--- config.mk ---
export PLATFORM = sky130hd
export DESIGN_NAME = arcade_input_ctrl
export DESIGN_NICKNAME = d
export VERILOG_FILES = /design/src/rtl/arcade_input_ctrl.sv
export SDC_FILE = /design/constraint.sdc
export NUM_CORES = 1
export LEC_CHECK = 0
export BUFFER_PORTS_ARGS = -buffer_cell sky130_fd_sc_hd__buf_4
export CAP_MARGIN = 15
export CORE_ASPECT_RATIO = 0.8
export CORE_MARGIN = 2
export CORE_UTILIZATION = 23
export CTS_BUF_LIST = sky130_fd_sc_hd__clkbuf_8 sky130_fd_sc_hd__clkbuf_16
export DETAILED_ROUTE_END_ITERATION = 10
export SYNTH_ARGS = -nofsm -noshare
export SYNTH_HDL_FRONTEND = slang
export SYNTH_SLANG_ARGS = --single-unit
--- constraint.sdc ---
create_clock -name clk -period 7.5 [get_ports clk]
set_input_delay 0.375 -clock clk [delete_from_list [all_inputs] [get_ports clk]]
set_output_delay 0.375 -clock clk [all_outputs]
set_load 0.005 [all_outputs]
--- src/rtl/arcade_input_ctrl.sv ---
// Player-input front end: merges PS/2 keys with MiSTer joysticks into active-low controls,
// with pause toggle, coin pulse stretching, per-button autofire and SOCD cleaning.
module arcade_input_ctrl #(
  parameter int unsigned PLAYERS    = 2,
  parameter int unsigned NBTN       = 2,
  parameter int unsigned COIN_PULSE = 50000,
  parameter int unsigned AF_HALF    = 200000,
  parameter int unsigned SOCD_CLEAN = 1
) (
  input  logic                          clk,
  input  logic                          rst,
  input  logic [10:0]                   ps2_key,
  input  logic [16*PLAYERS-1:0]         joy_in,
  input  logic [NBTN-1:0]               af_en,
  input  logic                          soft_rst,
  output logic [(4+NBTN)*PLAYERS-1:0]   ctrl_n,
  output logic [PLAYERS-1:0]            start_n,
  output logic [PLAYERS-1:0]            coin_n,
  output logic                          pause_o
);

  localparam int unsigned CW  = $clog2(COIN_PULSE + 1);
  localparam int unsigned AW  = (AF_HALF > 1) ? $clog2(AF_HALF) : 1;
  localparam int unsigned CTW = 4 + NBTN;
  localparam logic [AW-1:0] AF_LAST   = AW'(AF_HALF - 1);
  localparam logic [CW-1:0] COIN_LOAD = CW'(COIN_PULSE);

  // Keyboard tracking
  logic armed_q, tgl_q;
  logic k_up, k_dn, k_lf, k_rt, k_b0a, k_b0b, k_b1, k_b2;
  logic k_st1, k_st2, k_coin, k_pause;

  always_ff @(posedge clk or posedge rst) begin
    if (rst) begin
      armed_q <= 1'b0;
      tgl_q   <= 1'b0;
      k_up    <= 1'b0;
      k_dn    <= 1'b0;
      k_lf    <= 1'b0;
      k_rt    <= 1'b0;
      k_b0a   <= 1'b0;
      k_b0b   <= 1'b0;
      k_b1    <= 1'b0;
      k_b2    <= 1'b0;
      k_st1   <= 1'b0;
      k_st2   <= 1'b0;
      k_coin  <= 1'b0;
      k_pause <= 1'b0;
    end else if (!armed_q) begin
      // Adopt whatever toggle level hps_io holds so a stale event is not replayed
      armed_q <= 1'b1;
      tgl_q   <= ps2_key[10];
    end else if (ps2_key[10] != tgl_q) begin
      tgl_q <= ps2_key[10];
      case (ps2_key[7:0])
        8'h75:   k_up    <= ps2_key[9];
        8'h72:   k_dn    <= ps2_key[9];
        8'h6B:   k_lf    <= ps2_key[9];
        8'h74:   k_rt    <= ps2_key[9];
        8'h14:   k_b0a   <= ps2_key[9];
        8'h11:   k_b0b   <= ps2_key[9];
        8'h29:   k_b1    <= ps2_key[9];
        8'h12:   k_b2    <= ps2_key[9];
        8'h05:   k_st1   <= ps2_key[9];
        8'h06:   k_st2   <= ps2_key[9];
        8'h04:   k_coin  <= ps2_key[9];
        8'h0C:   k_pause <= ps2_key[9];
        default: ;
      endcase
    end
  end

  // Merged held state, padded to the maximum player/button counts
  logic [PLAYERS-1:0][3:0] dir_c;
  logic [PLAYERS-1:0][5:0] btn_c;
  logic [3:0]              start_c, coin_c, pause_c;
  logic [5:0]              af_mask;
  logic                    any_af;
  logic [15:0]             jv;

  always_comb begin
    af_mask = 6'(af_en);
    any_af  = 1'b0;
    start_c = '0;
    coin_c  = '0;
    pause_c = '0;
    dir_c   = '0;
    btn_c   = '0;
    jv      = '0;
    for (int unsigned p = 0; p < PLAYERS; p++) begin
      jv         = joy_in[16*p +: 16];
      dir_c[p]   = jv[3:0];
      btn_c[p]   = 6'(jv[4 +: NBTN]);
      start_c[p] = jv[4+NBTN];
      coin_c[p]  = jv[5+NBTN];
      pause_c[p] = jv[6+NBTN];
    end
    dir_c[0]   = dir_c[0] | {k_up, k_dn, k_lf, k_rt};
    btn_c[0]   = btn_c[0] | {3'b000, k_b2, k_b1, k_b0a | k_b0b};
    start_c[0] = start_c[0] | k_st1;
    start_c[1] = start_c[1] | k_st2;
    coin_c[0]  = coin_c[0] | k_coin;
    pause_c[0] = pause_c[0] | k_pause;
    for (int unsigned p = 0; p < PLAYERS; p++) begin
      if (SOCD_CLEAN != 0 && dir_c[p][3] && dir_c[p][2]) dir_c[p][3:2] = 2'b00;
      if (SOCD_CLEAN != 0 && dir_c[p][1] && dir_c[p][0]) dir_c[p][1:0] = 2'b00;
      any_af = any_af | (|(btn_c[p] & af_mask));
    end
  end

  logic unused_bits;
  assign unused_bits = ^{ps2_key[8], joy_in, btn_c, start_c, coin_c};

  // Autofire, coin and pause next state
  logic [AW-1:0]              af_cnt_q, af_cnt_d;
  logic                       af_phase_q, af_phase_d;
  logic [PLAYERS-1:0][CW-1:0] coin_cnt_q, coin_cnt_d;
  logic [PLAYERS-1:0]         coin_req_q, coin_busy;
  logic                       pause_req, pause_req_q, pause_d;
  logic [CTW*PLAYERS-1:0]     ctrl_d;

  always_comb begin
    // Idle counter parks with phase high so the first press fires immediately
    if (!any_af) begin
      af_cnt_d   = '0;
      af_phase_d = 1'b1;
    end else if (af_cnt_q == AF_LAST) begin
      af_cnt_d   = '0;
      af_phase_d = ~af_phase_q;
    end else begin
      af_cnt_d   = af_cnt_q + 1'b1;
      af_phase_d = af_phase_q;
    end

    coin_cnt_d = coin_cnt_q;
    coin_busy  = '0;
    ctrl_d     = '0;
    for (int unsigned p = 0; p < PLAYERS; p++) begin
      if (coin_c[p] && !coin_req_q[p] && coin_cnt_q[p] == '0) coin_cnt_d[p] = COIN_LOAD;
      else if (coin_cnt_q[p] != '0)                             coin_cnt_d[p] = coin_cnt_q[p] - 1'b1;
      coin_busy[p] = (coin_cnt_d[p] != '0) | coin_c[p];
      ctrl_d[CTW*p +: CTW] =
        ~{btn_c[p][NBTN-1:0] & (~af_en | {NBTN{af_phase_q}}), dir_c[p]};
    end

    pause_req = |pause_c;
    if (soft_rst)                      pause_d = 1'b0;
    else if (pause_req && !pause_req_q) pause_d = ~pause_o;
    else                               pause_d = pause_o;
  end

  always_ff @(posedge clk or posedge rst) begin
    if (rst) begin
      ctrl_n      <= '1;
      start_n     <= '1;
      coin_n      <= '1;
      pause_o     <= 1'b0;
      pause_req_q <= 1'b0;
      af_cnt_q    <= '0;
      af_phase_q  <= 1'b1;
      coin_cnt_q  <= '0;
      coin_req_q  <= '0;
    end else begin
      ctrl_n      <= ctrl_d;
      start_n     <= ~start_c[PLAYERS-1:0];
      coin_n      <= ~coin_busy;
      pause_o     <= pause_d;
      pause_req_q <= pause_req;
      af_cnt_q    <= af_cnt_d;
      af_phase_q  <= af_phase_d;
      coin_cnt_q  <= coin_cnt_d;
      coin_req_q  <= coin_c[PLAYERS-1:0];
    end
  end

endmodule
==> metrics.yaml <==
outcome:
  status: "completed"
synthesis:
  synth_edf_count: 0
  syn_inst: 424
  synthTopCellsByArea: "dfrtp_1 39%, dfstp_2 10%, nor2_1 4.7%, mux2_2 3.7%, xnor2_1 3.5%"
  synth.most_common_cell: "dfrtp_1"
  synth_commonest_cells: "67 x dfrtp_1, 53 x nor2_1, 27 x nand2_1"
  synth_top_area_cell: "dfrtp_1"
  synthArstFlopShare_pct: 100
  syn_nets: 477
  synthSimpleGateAreaFrac_pct: 27.6
  ys_types: 55
  synth_mux_area_share_pct: 4.41
  synth_compound_area_share_pct: 7.41
  seq_area_frac_synth_pct: 49.9
  synth_top_area_share_pct: 39.4
  ys.flop_type: "dfrtp_1"
  yosys.area_share.adder_pct: 1.47
  synth_top_family_by_area: "simple AND/OR/NAND/NOR gates"
  syn_area_per_cell_um2: 10.0
  synth_xor_area_share_pct: 6.59
  ys_warn_count: 0
  netlist_area_um2: 4260
  synth-seq-cells: 84
sta:
  worstMarginPinSlew_ns: 0.947
  slew_viol_final: 0
  hold_violations: 0
  fmax_mhz: 334
  finalCritPeriodShare_pct: 39.9
  fin_skew_ns: 0.00491
  rsz0062_at_grt: "false"
  setup_viol: 0
  relSlewSlack_pct: 36.3
  period_minus_slack_ns: 2.99
  setup_tns_ns: 0
finish:
  diodes: 0
  synthToLayoutAreaGrowth_pct: 22.3
  drive_gt1_share_pct: 24.3
  nets: 526
  final_area_um2: 5200
  nFillCells: 1848
clock_tree:
  ctsHtreeMaxLevel: 3
  cts_root_buffer: "clkbuf_16"
  cts_tree: "built"
  cts.sinks: 84
  holdBufCountCts: 0
  clk_latency_ns: 0.34
  cts.repair.resized: 0
  post-cts-setup-buffers: 0
  cts_buffer_depth: 2
  numCtsBuffers: 9
  clkTransAtPathRegs_ns: 0.06
routing:
  wl_per_cell_um: 13.2
  final_antenna_net_count: 0
  vias_per_cell: 4.72
  drt-pass1-iter-count: 4
  drt-initial-drc-count: 231
  num_vias: 3336
  routed_wl_um: 9350
  drc_errors: 0
grt:
  met1_usage_pct: 13.7
  grt-busiest-layer: "met2"
  grt_pass1_wl_um: 16300
  use_met2_pct: 15.9
  grt_pass1_vias: 3345
  grt_antenna_before_repair: 0
  grt_max_degree: 85
  use_met3_pct: 2.92
  track_usage_pct: 10.2
  gr-total-overflow: 0
flow_run:
  drv_cap: 0
worst_setup_path:
  cp_slowest_cell: "nor4_2"
  critPathCaptureType: "flop"
  crit_chain: "inv_1 -> ha_1 -> or3b_2 -> nor4_2 -> o21ai_0 -> o211ai_1 -> and4bb_1 -> and4_1"
  slowest_delay_ns: 0.79
  required_ns: 7.76
  worst-path-buf-inv: 1
  crit_arrival_ns: 3.25
  criticalPathCategory: "flop to flop"
  critPathMaxFanout: 10
  critPathLaunchType: "flop"
  crit_family: "simple AND/OR/NAND/NOR gates"
place:
  place_area_um2: 4860
  gp_congestion: 0.849
  place_hpwl_um: 6680
  io_buffers: 49
pwr:
  p_leak_nw: 2.20
  p_per_area_nw_per_um2: 241
  ir_drop_uv: 108
  total_power_mw: 1.26
hold_path:
  min-delay-path-class: "input port to async pin"
floorplanning:
  initial_core_util_pct: 23.5
  coreArea_um2: 18100
  io_pins: 65
  std_cell_rows: 44
  dieArea_um2: 19600
  die_h_um: 126
  die_w_um: 156
-- where the power goes --
part	total, mW	leakage (nW)	internal [mW]	switching [mW]
Sequential	0.573	1.05	0.507	0.0657
Clock	0.473	0.156	0.291	0.182
Combinational	0.210	0.997	0.0974	0.112
Total	1.26	2.20	0.895	0.360
-- placed cells by master (no fill, tap or decap), drive strengths merged, types with 5 or more instances in the layout --
master,instances
a21oi,11
a31oi,6
and3,9
buf,51
clkbuf,9
dfrtp,67
dfstp,17
ha,5
inv,15
mux2,14
nand2,28
nand2b,12
nand3,16
nand4,7
nand4b,5
nor2,53
nor3,19
nor4,11
o21ai,13
o31ai,6
or3,9
or4,10
xnor2,17
xor2,15
-- worst paths after layout --
kind / startpoint / endpoint / slack [ns] / cells after the start
min in group clk: joy_in[6] / start_n[0]$_DFF_PP1_ / 0.14 / 2
worst min register to register: k_st2$_DFFE_PP0P_ / start_n[1]$_DFF_PP1_ / 0.40 / 1
max in group asynchronous: rst / start_n[1]$_DFF_PP1_ / 6.84 / 4
worst max register to register: coin_cnt_q[16]$_DFF_PP0_ / coin_n[1]$_DFF_PP1_ / 4.51 / 8
worst max-delay path: coin_cnt_q[16]$_DFF_PP0_ / coin_n[1]$_DFF_PP1_ / 4.51 / 8
worst min-delay path: rst / af_cnt_q[1]$_DFF_PP0_ / 0.03 / 3
-- logic make-up after synthesis --
logic type | Yosys count
AOI/OAI and AO/OA | 49
and+or+nand+nor | 209
adders and majority gates | 5
muxes | 17
buffers and inverters | 27
other | 1
xor gates and xnor gates | 32
DFF | 84
-- flip-flops by register name, summed over array words and instances, names as in the netlist --
signal and cells:
pause_o 1, coin_cnt_q 32, k_coin 1, af_cnt_q 18, k_st1 1, armed_q 1
start_n 2, k_st2 1, k_pause 1, coin_n 2, af_phase_q 1, k_dn 1
k_lf 1, k_b0b 1, k_b0a 1, k_up 1, ctrl_n 12, k_b1 1
coin_req_q 2, tgl_q 1, k_rt 1, pause_req_q 1
-- final cells by class --
type / count / area, um^2 / area share, %
inverter: 14 / 53.8 / 1.03
clock inverter: 6 / 87.6 / 1.68
multi-input combinational: 313 / 2020 / 38.9
clock buffer: 9 / 225 / 4.33
tap: 230 / 288 / 5.53
sequential: 84 / 2120 / 40.8
timing repair buffer: 51 / 403 / 7.74
-- per-stage QoR --
step	instances	utilization, %	hold slack [ns]	setup slack, ns
6_report	707	28.7	0.0284	4.51
3_5_place_dp	691	26.9	0.398	4.54
4_1_cts	706	28.6	0.126	4.53
5_1_grt	707	28.7	0.0223	4.28
3_3_place_gp	691	26.9	0.376	4.65
2_1_floorplan	424	-	0.362	4.99
-- metal layers --
metal / up-vias / routed length [um]
li1: 1601 / -
met4: 0 / 125
met5: - / 0
met1: 1642 / 4360
met3: 12 / 584
met2: 81 / 4280
-- worst register-to-register path: cells and delay by family (launching register included) --
| kind | cells | cell delay, ns |
|---|---|---|
| simple gates | 4 | 1.63 |
| flops | 1 | 0.39 |
| compound gates | 2 | 0.57 |
| buf+inv | 1 | 0.13 |
| fa+ha+maj | 1 | 0.18 |
Note: power is estimated with default switching activity, not from simulation.
